### config.mk
export PLATFORM = sky130hd
export DESIGN_NAME = cpu_lsu_v2
export DESIGN_NICKNAME = d
export VERILOG_FILES = /design/src/rtl/cpu_lsu_v2.sv
export SDC_FILE = /design/constraint.sdc
export NUM_CORES = 1
export LEC_CHECK = 0
export CORE_MARGIN = 4
export CORE_UTILIZATION = 55
export CTS_CLUSTER_DIAMETER = 100
export DETAILED_ROUTE_END_ITERATION = 8
export DONT_BUFFER_PORTS = 1
export PLACE_DENSITY_LB_ADDON = 0.3
export REMOVE_ABC_BUFFERS = 1
export SYNTH_ARGS = -nofsm -noshare
export SYNTH_HDL_FRONTEND = slang
export SYNTH_SLANG_ARGS = --single-unit
### constraint.sdc
create_clock -name sys_clk -period 2.06 [get_ports sys_clk]
set_input_delay 0.618 -clock sys_clk [delete_from_list [all_inputs] [get_ports sys_clk]]
set_output_delay 0.618 -clock sys_clk [all_outputs]
set_load 0.1 [all_outputs]
### src/rtl/cpu_lsu_v2.sv
// Load/store unit: CPU access -> valid/ready bus, with sub-word lanes, extension, misalign and timeout errors.
// Latency: req -> bus_valid next cycle, done one cycle after bus_ready; bus wait states stall the FSM, cpu_req ignored while busy.
module cpu_lsu_v2 #(
  parameter int ADDR_WIDTH     = 32,
  parameter int DATA_WIDTH     = 32,
  parameter int TIMEOUT_CYCLES = 16
) (
  input  logic                  sys_clk,
  input  logic                  sys_rst,
  input  logic                  cpu_req,
  input  logic                  cpu_we,
  input  logic [2:0]            cpu_size,
  input  logic [ADDR_WIDTH-1:0] cpu_addr,
  input  logic [DATA_WIDTH-1:0] cpu_wdata,
  output logic                  cpu_busy,
  output logic                  cpu_done,
  output logic [DATA_WIDTH-1:0] cpu_rdata,
  output logic                  cpu_err,
  output logic [1:0]            cpu_err_code,
  output logic                  bus_valid,
  input  logic                  bus_ready,
  output logic                  bus_we,
  output logic [ADDR_WIDTH-1:0] bus_addr,
  output logic [3:0]            bus_be,
  output logic [DATA_WIDTH-1:0] bus_wdata,
  input  logic [DATA_WIDTH-1:0] bus_rdata
);

  localparam int CW = (TIMEOUT_CYCLES > 1) ? $clog2(TIMEOUT_CYCLES) : 1;

  typedef enum logic [1:0] {IDLE, ACCESS, RESP, ERR} state_t;
  state_t state, state_nxt;

  logic                  lat_we;
  logic [2:0]            lat_size;
  logic [ADDR_WIDTH-1:0] lat_addr;
  logic [DATA_WIDTH-1:0] lat_wdata;
  logic [CW-1:0]         wait_cnt;
  logic                  req_illegal;
  logic                  timeout_hit;
  logic [DATA_WIDTH-1:0] lane_shift;
  logic [DATA_WIDTH-1:0] load_ext;
  logic [3:0]            be_lat;
  logic [DATA_WIDTH-1:0] wdata_rep;

  always_comb begin
    req_illegal = 1'b0;
    case (cpu_size)
      3'b000, 3'b100: req_illegal = 1'b0;
      3'b001, 3'b101: req_illegal = cpu_addr[0];
      3'b010:         req_illegal = |cpu_addr[1:0];
      default:        req_illegal = 1'b1;
    endcase
    // unsigned sizes only make sense for loads
    if (cpu_we && cpu_size[2]) req_illegal = 1'b1;
  end

  assign timeout_hit = (TIMEOUT_CYCLES != 0) && (wait_cnt == CW'(TIMEOUT_CYCLES - 1));

  assign lane_shift = bus_rdata >> {lat_addr[1:0], 3'b000};

  always_comb begin
    load_ext = bus_rdata;
    case (lat_size)
      3'b000:  load_ext = {{(DATA_WIDTH-8){lane_shift[7]}}, lane_shift[7:0]};
      3'b001:  load_ext = {{(DATA_WIDTH-16){lane_shift[15]}}, lane_shift[15:0]};
      3'b100:  load_ext = {{(DATA_WIDTH-8){1'b0}}, lane_shift[7:0]};
      3'b101:  load_ext = {{(DATA_WIDTH-16){1'b0}}, lane_shift[15:0]};
      default: load_ext = bus_rdata;
    endcase
  end

  always_comb begin
    be_lat    = 4'b1111;
    wdata_rep = lat_wdata;
    case (lat_size[1:0])
      2'b00: begin
        be_lat    = 4'b0001 << lat_addr[1:0];
        wdata_rep = {4{lat_wdata[7:0]}};
      end
      2'b01: begin
        be_lat    = 4'b0011 << lat_addr[1:0];
        wdata_rep = {2{lat_wdata[15:0]}};
      end
      default: begin
        be_lat    = 4'b1111;
        wdata_rep = lat_wdata;
      end
    endcase
  end

  always_ff @(posedge sys_clk) begin
    if (sys_rst) state <= IDLE;
    else         state <= state_nxt;
  end

  always_comb begin
    state_nxt = state;
    cpu_busy  = 1'b0;
    cpu_done  = 1'b0;
    cpu_err   = 1'b0;
    bus_valid = 1'b0;
    bus_we    = 1'b0;
    bus_addr  = '0;
    bus_be    = 4'b0000;
    bus_wdata = '0;
    case (state)
      IDLE: begin
        if (cpu_req) state_nxt = req_illegal ? ERR : ACCESS;
      end
      ACCESS: begin
        cpu_busy  = 1'b1;
        bus_valid = 1'b1;
        bus_we    = lat_we;
        bus_addr  = {lat_addr[ADDR_WIDTH-1:2], 2'b00};
        bus_be    = be_lat;
        bus_wdata = wdata_rep;
        if (bus_ready)        state_nxt = RESP;
        else if (timeout_hit) state_nxt = ERR;
      end
      RESP: begin
        cpu_busy  = 1'b1;
        cpu_done  = 1'b1;
        state_nxt = IDLE;
      end
      ERR: begin
        cpu_busy  = 1'b1;
        cpu_err   = 1'b1;
        state_nxt = IDLE;
      end
      default: state_nxt = IDLE;
    endcase
  end

  always_ff @(posedge sys_clk) begin
    if (sys_rst) begin
      lat_we       <= 1'b0;
      lat_size     <= 3'b000;
      lat_addr     <= '0;
      lat_wdata    <= '0;
      wait_cnt     <= '0;
      cpu_rdata    <= '0;
      cpu_err_code <= 2'b00;
    end else begin
      if (state == IDLE && cpu_req) begin
        lat_we    <= cpu_we;
        lat_size  <= cpu_size;
        lat_addr  <= cpu_addr;
        lat_wdata <= cpu_wdata;
        if (req_illegal) cpu_err_code <= 2'b01;
      end
      // counter only runs while staying in ACCESS, so it never passes TIMEOUT_CYCLES-1
      if (state == ACCESS && state_nxt == ACCESS) begin
        if (TIMEOUT_CYCLES != 0) wait_cnt <= wait_cnt + CW'(1);
      end else begin
        wait_cnt <= '0;
      end
      if (state == ACCESS && !bus_ready && timeout_hit) cpu_err_code <= 2'b10;
      if (state == ACCESS && bus_ready && !lat_we)      cpu_rdata    <= load_ext;
    end
  end

endmodule

==> impl_metrics.tcl <==
set metrics [dict create \
    dp_hpwl_um 11890 \
    yosys_warnings 0 \
    die_x_um 105.5 \
    yosysTopAreaCell "dfxtp_1" \
    core_area_mm2 0.009240 \
    multi_input_area_mm2 0.003183 \
    rsz0062_at_grt "true" \
    muxShareOfSynthArea_pct 7.245 \
    synthCells 680 \
    layout.nets 904 \
    stdcell_count 934 \
    die_y_um 105.5 \
    hold_viol 0 \
    antenna_found_initial 1 \
    synth_edf_count 0 \
    synth_top_family_by_area "simple AND/OR/NAND/NOR gates" \
    cts_hold_buf 0 \
    dieArea_mm2 0.01114 \
    gp_congestion 0.8528 \
    max_freq_mhz 433.8 \
    path_max_fanout 11 \
    finalCritPeriodShare_pct 111.9 \
    violations "negative setup slack" \
    grt_pass1_wl_um 30730 \
    grt_overflow 0 \
    cp.required_ns 1.44 \
    drc 0 \
    synth.avg_cell_area_um2 7.695 \
    setup_violations 66 \
    ys_ff_latch 108 \
    num_vias 5957 \
    cts_tree "done" \
    start_util_pct 56.63 \
    grt_pass1_vias 5850 \
    setup_tns_ns -7.682 \
    synthTopCellsByArea "dfxtp_1 (41%), a21oi_1 (12%), nand2_1 (11%), mux2i_1 (5.7%), and2_1 (4.9%)" \
    status "finished, violations left" \
    synth_adder_area_share_pct 0.2391 \
    register_area_mm2 0.002177 \
    fillers 381 \
    p_per_area_mw_per_mm2 689.7 \
    h-tree-depth 3 \
    clk_latency_ns 0.37 \
    grt_max_degree 105 \
    maxSlewViolCount 0 \
    hold_path.class "in -> reg" \
    layout_min_cycle_time_ns 2.305 \
    end_kind "output port" \
    avgRoutedWirePerCell_um 23.60 \
    first_pass_iters 5 \
    synth.distinct_cells 42 \
    pin_count 211 \
    cts-buffers-inserted 9 \
    clockRootBuffer "clkbuf_8" \
    ant_nets 0 \
    wirelength_um 22040 \
    peakVddDrop_v 0.0004646 \
    path_class "reg -> out" \
    netlist_area_mm2 0.005233 \
    async_flop_share_pct 0 \
    synth_compound_area_share_pct 21.57 \
    post-synth-top-area-fraction_pct 41.32 \
    clkSinkCount 108 \
    dp_cells 877 \
    fin_ws_ns -0.2454 \
    yosys.area_share.simple_pct 23.65 \
    grt_usage_pct 34.18 \
    cellLeakagePower_nw 3.121 \
    finalClockSkew_ns 0.01061 \
    drive_above_1_share_pct 36.94 \
    port-buffer-count 0 \
    cp-start-kind "flop" \
    clk_pin_slew_ns 0.10 \
    syn2layout_area_growth_pct 57.77 \
    avgViaCountPerCell 6.378 \
    clock_path_buffers 2 \
    row_count 35 \
    yosys_most_used_dff "dfxtp_1" \
    ys_seq_area_share_pct 41.32 \
    dr.first_iter.drc_count 492 \
    maxCapViolations 0 \
    critPathArrivalTime_ns 1.69 \
    synth_xor_area_share_pct 0.3348 \
]
## cell usage in the layout, fill, tap and decap left out, types with 3 or more instances in the layout
cell type  instances
nand2_1          149
dfxtp_2            3
nor2_1            36
and2_4            39
and3_1             4
a211oi_1          17
clkbuf_16          6
nor2_2            17
o211ai_1           3
buf_12            78
o221ai_1           6
buf_16             3
a21oi_4            5
mux2i_1           25
clkbuf_8          11
a32o_1             5
buf_6              5
mux2_2             3
o21ai_0           14
a2bb2oi_1          7
nand2_2            7
buf_4             70
dfxtp_4            3
mux2i_4            3
inv_1              3
a21oi_1          104
a21oi_2           12
nor2_4             5
nand2b_1           9
o2bb2ai_1          3
dfxtp_1          102
## cells by family (layout without fill, tap and decap cells)
group | Yosys count | in the layout
buffers and inverters | 66 | 189
AND/OR/NAND/NOR | 281 | 281
AO/OA/AOI/OAI | 186 | 186
other | 1 | 3
adder cells (fa/ha/maj) | 1 | 1
XOR/XNOR | 2 | 2
flip-flops | 108 | 108
multiplexers | 35 | 35
## final cells by class
class,instances,area share [%]
Multi-Input combinational cell,507,38.56
Sequential cell,108,26.37
Clock inverter,3,0.8336
Tap cell,129,1.955
Inverter,6,0.3334
Clock buffer,13,1.925
Timing Repair Buffer,167,29.99
Antenna cell,1,0.03031
## layer usage
metal / track usage [%] / up-vias / wire length [um]
li1: - / 2548 / -
met1: 37.45 / 2821 / 7328
met2: 61.48 / 472 / 11020
met3: 11.27 / 116 / 2510
met4: 12.12 / 0 / 1181
met5: 0 / - / 0
## power by group
part | leakage (nW) | total (mW) | switching, mW | internal [mW]
Sequential | 0.886 | 2.33 | 0.111 | 2.22
Combinational | 2.12 | 1.88 | 1.22 | 0.659
Clock | 0.114 | 1.49 | 0.732 | 0.757
## flip-flops by register name, indices dropped and copies added (netlist names)
register,flops
cpu_rdata,32
cpu_err_code,2
lat_size,3
lat_addr,32
lat_we,1
wait_cnt,4
lat_wdata,32
state,2
## worst paths after layout
| path | from | endpoint | slack [ns] | depth (start not counted) |
|---|---|---|---|---|
| worst max-delay path | lat_size[1] | bus_wdata[12] | -0.25 | 4 |
| worst min-delay path | sys_rst | lat_addr[9] | 0.31 | 1 |
| worst max register to register | lat_size[1] | cpu_rdata[6] | 0.04 | 11 |
| worst min register to register | lat_addr[5] | lat_addr[5] | 0.47 | 2 |
## worst max-delay path, cell delays in order (launching register included)
cell,delay (ns)
dfxtp_4,0.42
buf_12,0.17
o21ai_0,0.36
a21oi_2,0.16
buf_12,0.20
## per-stage QoR
step | utilization [%] | hold slack (ns) | cell area (um2) | power, mW | setup WS, ns
after global placement | 76.85 | 0.4278 | 7101 | 3.805 | 0.2024
after global routing | 89.34 | 0.3072 | 8255 | 5.853 | -0.2900
after detailed placement | 76.85 | 0.4399 | 7101 | 3.854 | 0.1539
after floorplan | - | 0.4179 | 4967 | 3.365 | -1.823
after CTS | 85.19 | 0.3090 | 7871 | 5.479 | -0.1562
final | 89.34 | 0.3112 | 8255 | 5.694 | -0.2454
## cells in the mapped netlist, types with 4 or more instances
| cell | number |
|---|---|
| a211oi_1 | 17 |
| a21oi_1 | 121 |
| a2bb2oi_1 | 7 |
| a32o_1 | 5 |
| and2_1 | 41 |
| and3_1 | 4 |
| buf_1 | 7 |
| buf_2 | 17 |
| clkbuf_1 | 32 |
| dfxtp_1 | 108 |
| inv_1 | 6 |
| mux2i_1 | 30 |
| nand2_1 | 156 |
| nand2b_1 | 11 |
| nor2_1 | 58 |
| nor2b_1 | 4 |
| o21ai_0 | 16 |
| o221ai_1 | 7 |
## repair_timing
item,CTS,global route
endpoints found under the setup margin,66,75
resized for setup,81,35
setup buffers,19,9
pin swaps,7,21
gates cloned,6,7
Power figures use the tool's default switching activity.
